File: config.mk
export PLATFORM = sky130hd
export DESIGN_NAME = bcd_lap_timer
export DESIGN_NICKNAME = d
export VERILOG_FILES = /design/src/rtl/bcd_lap_timer.sv
export SDC_FILE = /design/constraint.sdc
export NUM_CORES = 1
export LEC_CHECK = 0
export CORE_UTILIZATION = 35
export CTS_BUF_LIST = sky130_fd_sc_hd__clkbuf_16
export DETAILED_ROUTE_END_ITERATION = 8
export HOLD_SLACK_MARGIN = 0.03
export MAX_ROUTING_LAYER = met4
export PLACE_DENSITY = 0.58
export SLEW_MARGIN = 20
export SYNTH_ARGS = -nofsm -noshare
export SYNTH_HDL_FRONTEND = slang
export SYNTH_SLANG_ARGS = --single-unit
export TNS_END_PERCENT = 50
File: constraint.sdc
create_clock -name clk -period 6.35 [get_ports clk]
set_clock_uncertainty 0.15 [all_clocks]
set_input_delay 1.5875 -clock clk [delete_from_list [all_inputs] [get_ports clk]]
set_output_delay 1.5875 -clock clk [all_outputs]
set_load 0.02 [all_outputs]
File: src/rtl/bcd_lap_timer.sv
`default_nettype none
// ---------------------------------------------------------------------------
// bcd_lap_timer : prescaled multi-digit BCD up/down counter with lap freeze
// Revision 1.0 : initial release
// ---------------------------------------------------------------------------
module bcd_lap_timer #(
  parameter int CLK_FREQ = 100000000,
  parameter int TICK_HZ  = 1,
  parameter int DIGITS   = 2
) (
  input  logic                  clk,
  input  logic                  rst_n,
  input  logic                  clear,
  input  logic                  run,
  input  logic                  down,
  input  logic                  load,
  input  logic [4*DIGITS-1:0]   load_val,
  input  logic                  lap,
  output logic [4*DIGITS-1:0]   time_reading,
  output logic                  lap_active,
  output logic                  tick,
  output logic                  wrap,
  output logic                  expired
);

  localparam int W          = 4 * DIGITS;
  localparam int DIV        = CLK_FREQ / TICK_HZ;
  localparam int PW         = (DIV > 2) ? $clog2(DIV) : 1;
  localparam logic [PW-1:0] PRESC_LAST = PW'(DIV - 1);

  logic [PW-1:0] presc_q, presc_d;
  logic [W-1:0]  count_q, count_d;
  logic [W-1:0]  lap_q, lap_d;
  logic          lap_active_q, lap_active_d;
  logic          tick_q, tick_d;
  logic          wrap_q, wrap_d;
  logic          expired_q, expired_d;

  logic [W-1:0]  count_inc, count_dec, load_sat;
  logic          inc_carry, dec_borrow;
  logic          step;

  // Ripple carry/borrow across digits; a decrement from all-0s is pinned at zero.
  always_comb begin
    count_inc  = '0;
    count_dec  = '0;
    load_sat   = '0;
    inc_carry  = 1'b1;
    dec_borrow = (count_q != '0);
    for (int i = 0; i < DIGITS; i++) begin
      count_inc[4*i +: 4] = inc_carry ?
          ((count_q[4*i +: 4] == 4'd9) ? 4'd0 : count_q[4*i +: 4] + 4'd1) :
          count_q[4*i +: 4];
      inc_carry = inc_carry && (count_q[4*i +: 4] == 4'd9);
      count_dec[4*i +: 4] = dec_borrow ?
          ((count_q[4*i +: 4] == 4'd0) ? 4'd9 : count_q[4*i +: 4] - 4'd1) :
          count_q[4*i +: 4];
      dec_borrow = dec_borrow && (count_q[4*i +: 4] == 4'd0);
      load_sat[4*i +: 4] = (load_val[4*i +: 4] > 4'd9) ? 4'd9 : load_val[4*i +: 4];
    end
  end

  assign step = run && (presc_q == PRESC_LAST);

  always_comb begin
    presc_d      = presc_q;
    count_d      = count_q;
    lap_d        = lap_q;
    lap_active_d = lap_active_q;
    tick_d       = 1'b0;
    wrap_d       = 1'b0;
    expired_d    = expired_q;
    if (clear) begin
      presc_d      = '0;
      count_d      = '0;
      lap_d        = '0;
      lap_active_d = 1'b0;
      expired_d    = 1'b0;
    end else begin
      if (load) begin
        count_d   = load_sat;
        presc_d   = '0;
        expired_d = 1'b0;
      end else if (run) begin
        presc_d = step ? '0 : presc_q + PW'(1);
        if (step) begin
          tick_d = 1'b1;
          if (down) begin
            count_d = count_dec;
            if (count_dec == '0) expired_d = 1'b1;
          end else begin
            count_d = count_inc;
            wrap_d  = inc_carry;
          end
        end
      end
      // Lap captures the pre-edge count, so a coincident step is not reflected.
      if (lap) begin
        if (lap_active_q) begin
          lap_active_d = 1'b0;
        end else begin
          lap_d        = count_q;
          lap_active_d = 1'b1;
        end
      end
    end
  end

  always_ff @(posedge clk or negedge rst_n) begin
    if (!rst_n) begin
      presc_q      <= '0;
      count_q      <= '0;
      lap_q        <= '0;
      lap_active_q <= 1'b0;
      tick_q       <= 1'b0;
      wrap_q       <= 1'b0;
      expired_q    <= 1'b0;
    end else begin
      presc_q      <= presc_d;
      count_q      <= count_d;
      lap_q        <= lap_d;
      lap_active_q <= lap_active_d;
      tick_q       <= tick_d;
      wrap_q       <= wrap_d;
      expired_q    <= expired_d;
    end
  end

  assign time_reading = lap_active_q ? lap_q : count_q;
  assign lap_active   = lap_active_q;
  assign tick         = tick_q;
  assign wrap         = wrap_q;
  assign expired      = expired_q;

endmodule
`default_nettype wire

# [Yosys cells after proc, flatten, opt, wreduce, memory -nomap -nowiden]
# Cells that the tools add are included.
[word_totals] ramBits=0 input_bits=15 regBits=47 wordCells=73 mem_bits_ro=0 mem_count=0 latchBits=0 output_inout_bits=12
[classes] add_sub_neg=5 shifts=0 multipliers=0 n_reduce_logical=16 order_cmp=2 n_mux=39 n_bitwise=0 n_div=0 eq_ne=3
[op_table] op="two-way mux 27 bit" count=4
[op_table] op="two-way mux 8 bit" count=8
[op_table] op="two-way mux 4 bit" count=9
[op_table] op="adder 27 x 1 -> 27 bit (second input constant)" count=1
[op_table] op="== test 27 bit (second input constant)" count=1
[op_table] op="two-way mux 1 bit" count=18
[op_table] op="nonzero test 3 bit" count=4
[op_table] op="adder 4 x 1 -> 4 bit (second input constant)" count=2
[op_table] op="== test 4 bit (second input constant)" count=2
[op_table] op="greater-than comparator 4 bit (second input constant)" count=2
[op_table] op="logical NOT 4 bit" count=2
[op_table] op="logical NOT 8 bit" count=1
[op_table] op="nonzero test 8 bit" count=1
[op_table] op="subtractor 4 x 1 -> 4 bit (second input constant)" count=2
[op_table] op="AND reduction 4 bit" count=1
[op_table] op="nonzero test 4 bit" count=1
[op_table] op="logical AND 1 bit" count=3
[op_table] op="AND reduction 3 bit" count=1
[op_table] op="AND reduction 2 bit" count=1
[op_table] op="nonzero test 2 bit" count=1

# [Logic depth before layout (Yosys ltp)]
[depth] word_depth=10 mapped_depth=9

# [Worst setup path after synthesis]
# Ideal clock, no wire load.
[synth_path] kind="input -> register" startpoint="input run" endpoint="register count_q[7]" setup_slack_ns=3.145 t_required_ns=6.067 setup_time_ns=0.133 arrival_ns=2.921 stages=7 cell_sequence="clkbuf_1 -> and3_1 -> nand4_1 -> or2_4 -> buf_2 -> a2111oi_2 -> o22ai_1"
[synth_between] elab_chain_cells=3 word_cells_on_any_way=4 classes_between="reduce/logical (4)"
[synth_lines] item="start, declared" line_no="14" text="input logic run,"
[synth_lines] item="logical AND 1 bit" line_no="63" text="assign step = run && (presc_q == PRESC_LAST);"
[synth_lines] item="nonzero test 3 bit (no source line)"
[synth_lines] item="AND reduction 3 bit (no source line) *"
[synth_lines] item="end signal, assigned" line_no="120" text="count_q <= count_d;"
[synth_lines] item="end, declared" line_no="32" text="logic [W-1:0] count_q, count_d;"
# Mark *: on every way between the ends. The rest lies on a longest branch, timed or not.
# A chain may end at the register's enable or synchronous reset.

# [Final worst setup path]
[layout_path] startpoint="input clear" endpoint="register presc_q[26]"
[layout_between] elab_chain_cells=1 word_cells_on_any_way=2 classes_between="mux (1); reduce/logical (1)"
[layout_lines] item="start, declared" line_no="13" text="input logic clear,"
[layout_lines] item="nonzero test 3 bit (no source line) / two-way mux 27 bit (equally long branches)"
[layout_lines] item="end signal, assigned" line_no="119" text="presc_q <= presc_d;"
[layout_lines] item="end, declared" line_no="31" text="logic [PW-1:0] presc_q, presc_d;"
# Several ways; a longest one is shown, not always the timed one.

==> results by group <==
Run status
  – Outcome: complete, no violations

Layout
  – Most frequent cells in the layout: dfrtp_1, nor2_1, nand2_1, clkdlybuf4s50_1, o21ai_0
  – Commonest non-fill, non-tap cell in the layout: dfrtp_1
  – Area Growth Syn to Fin: 16.2%
  – Layout Utilization: 0.420
  – Layout cells sized above 1: 0.0582
  – Nets@finish: 382
  – Finished Cell Area: 3450 um2
  – Antenna diodes: 0

Synth
  – Sequential area share after synthesis: 0.396
  – Library cells used by synthesis: 53
  – Syn nets: 367
  – YS warnings: 0
  – Post-Syn Instances: 345
  – Top FF cell, synth: dfrtp_1
  – Number of synthesized register bits: 47
  – Synth top area cells: dfrtp_1, nor2_1, xor2_1
  – Cell area after synthesis: 2970 um2
  – Asr flop ratio synth: 1.00
  – Area leader, netlist: dfrtp_1
  – Mean Syn Cell Area: 8.62 um2
  – Post-synth EDFFs: 0
  – Yosys top cell area share: 0.396

STA
  – Unrepaired setup endpoints after global routing: no
  – Final Cycle Share: 0.613
  – Final hold violation count: 0
  – Final setup viols: 0
  – Slew headroom: 0.417
  – Actual slew at the worst max-slew pin: 0.869 ns
  – WHS: 0.356 ns
  – Final setup TNS: 0 ns
  – Final Critical Period: 3.89 ns
  – Fmax: 257 MHz
  – Slew Viols, Final: 0

Placed design
  – Placed inst area: 3290 um2
  – Placer Congestion: 0.855
  – Port Buffers: 26
  – Placed wire-length estimate: 5190 um

Global routing
  – Pin count of the biggest net entering global routing: 48
  – Tot GR Track Use: 0.184
  – GR Overflow Total: 0
  – First-pass GRT wire length: 12300 um
  – Initial antenna violation count: 0
  – Vias in the first global route: 2491

Worst hold path
  – Hold path startpoint: expired
  – Hold path endpoint: expired
  – Hold WC Path Type: register to register
  – Hold depth: 1

Setup path
  – FF-to-FF Start: count_q[0]
  – FF-to-FF End: count_q[7]
  – R2r worst-path depth: 7
  – Worst Path Max Fanout: 17
  – Critical path type: input port to register
  – Req. time, crit path: 6.38 ns
  – Crit end category: register
  – Setup crit start kind: input port
  – R2R Setup Slk: 3.49 ns
  – WP data arrival: 3.93 ns

Drt
  – DR vias/cell: 5.55
  – Post-route DRC: 0
  – DR iter-0 viols: 130
  – ANT nets after route: 0
  – Via count: 2588
  – WL/cell: 15.5 um
  – Total Wirelength: 7210 um
  – First-pass DRT Iterations: 4

Clock network
  – H-tree level count: 2
  – CTS Sinks: 47
  – Post-CTS Resized: 0
  – Clk_lat worst skew: 0.29 ns
  – CTS tree: yes
  – Post-CTS Setup Inserts: 0
  – Total CTS buffers: 5
  – Clock slew at reported path FFs: 0.07 ns
  – Clock Tree Root: clkbuf_16
  – Clock Tree Buf Depth: 2
  – Post-cts hold buffer count: 0

Floorplan
  – Std-Cell Rows: 33
  – IO Count: 27
  – Starting density of the core: 0.362
  – Height of the chip: 94.2 um
  – CORE AREA: 8220 um2
  – DIE AREA: 8870 um2
  – Die Width: 94.2 um

Power
  – P_leak: 1.38 nW
  – Total power: 0.000720 W
  – Worst vdd ir: 0.125 mV
  – Cell Pwr Density: 208 nW/um2

Run
  – MaxCap Viol Count: 0
-- Yosys cell counts, types with 4 or more instances --
cell type  instances
inv_1             14
clkbuf_1          18
nand4_1           15
nand2_1           31
nor4bb_1           4
and3_1             6
nor4_1             8
xor2_1            15
a31oi_1            6
nor2_1            45
ha_1               7
nor3_1            10
mux2i_1           12
nand3_1           11
xnor2_1            8
o21ai_0           20
dfrtp_1           47
a21oi_1           13
-- worst max path at each step --
stage                     slack, ns           to  cells after the start  startpoint
after CTS                      2.46  presc_q[26]                      6       clear
after global placement         2.19  presc_q[26]                      6       clear
after floorplan                3.15   count_q[7]                      7         run
after global routing           2.18  presc_q[26]                      6       clear
final                          2.46  presc_q[26]                      6       clear
after detailed placement       2.15  presc_q[26]                      6       clear
-- sequential cells by signal, indices dropped and copies added (netlist names) --
register and flops:
expired 1, presc_q 27, count_q 8, tick 1, wrap 1, lap_active 1
lap_q 8
-- critical path: stages --
cell	delay (ns)
clkdlybuf4s50_1	0.88
nor3_1	0.23
nor4_1	0.75
nand4_1	0.22
xor2_1	0.20
nor2_1	0.05
-- routing by layer --
| layer | up-vias | GRT usage | part of all wire |
|---|---|---|---|
| met1 | 1242 | 0.239 | 0.46 |
| met2 | 65 | 0.283 | 0.47 |
| met4 | 0 | 0.0603 | 0.028 |
| met5 | - | - | 0 |
| li1 | 1266 | - | - |
| met3 | 15 | 0.0405 | 0.041 |
-- layout make-up --
type | count | area (um2)
Timing Repair Buffer | 28 | 270
Fill cell | 831 | 4760
Clock inverter | 3 | 38.8
Clock buffer | 5 | 125
Multi-Input combinational cell | 264 | 1660
Tap cell | 105 | 131
Sequential cell | 47 | 1180
Inverter | 14 | 52.6
-- power by group --
group	switching [W]	total, W	internal (W)
clock network	0.000113	0.000297	0.000184
logic	0.0000597	0.000104	0.0000443
registers	0.0000127	0.000319	0.000306
total	0.000186	0.000720	0.000534
-- kinds of logic after synthesis --
kind of cell / Yosys count / share of synthesized area
compound gates: 60 / 0.127
mux: 14 / 0.0480
xor+xnor: 23 / 0.0678
simple gates: 160 / 0.286
fa+ha+maj: 7 / 0.0295
buf+inv: 34 / 0.0459
flops: 47 / 0.396
-- per-stage QoR --
stage | cells | setup WS, ns
CTS | 466 | 2.46
finish | 466 | 2.46
detailed placement | 458 | 2.15
global placement | 458 | 2.19
floorplan | 345 | 3.15
global route | 466 | 2.18
Power figures use the tool's default switching activity.
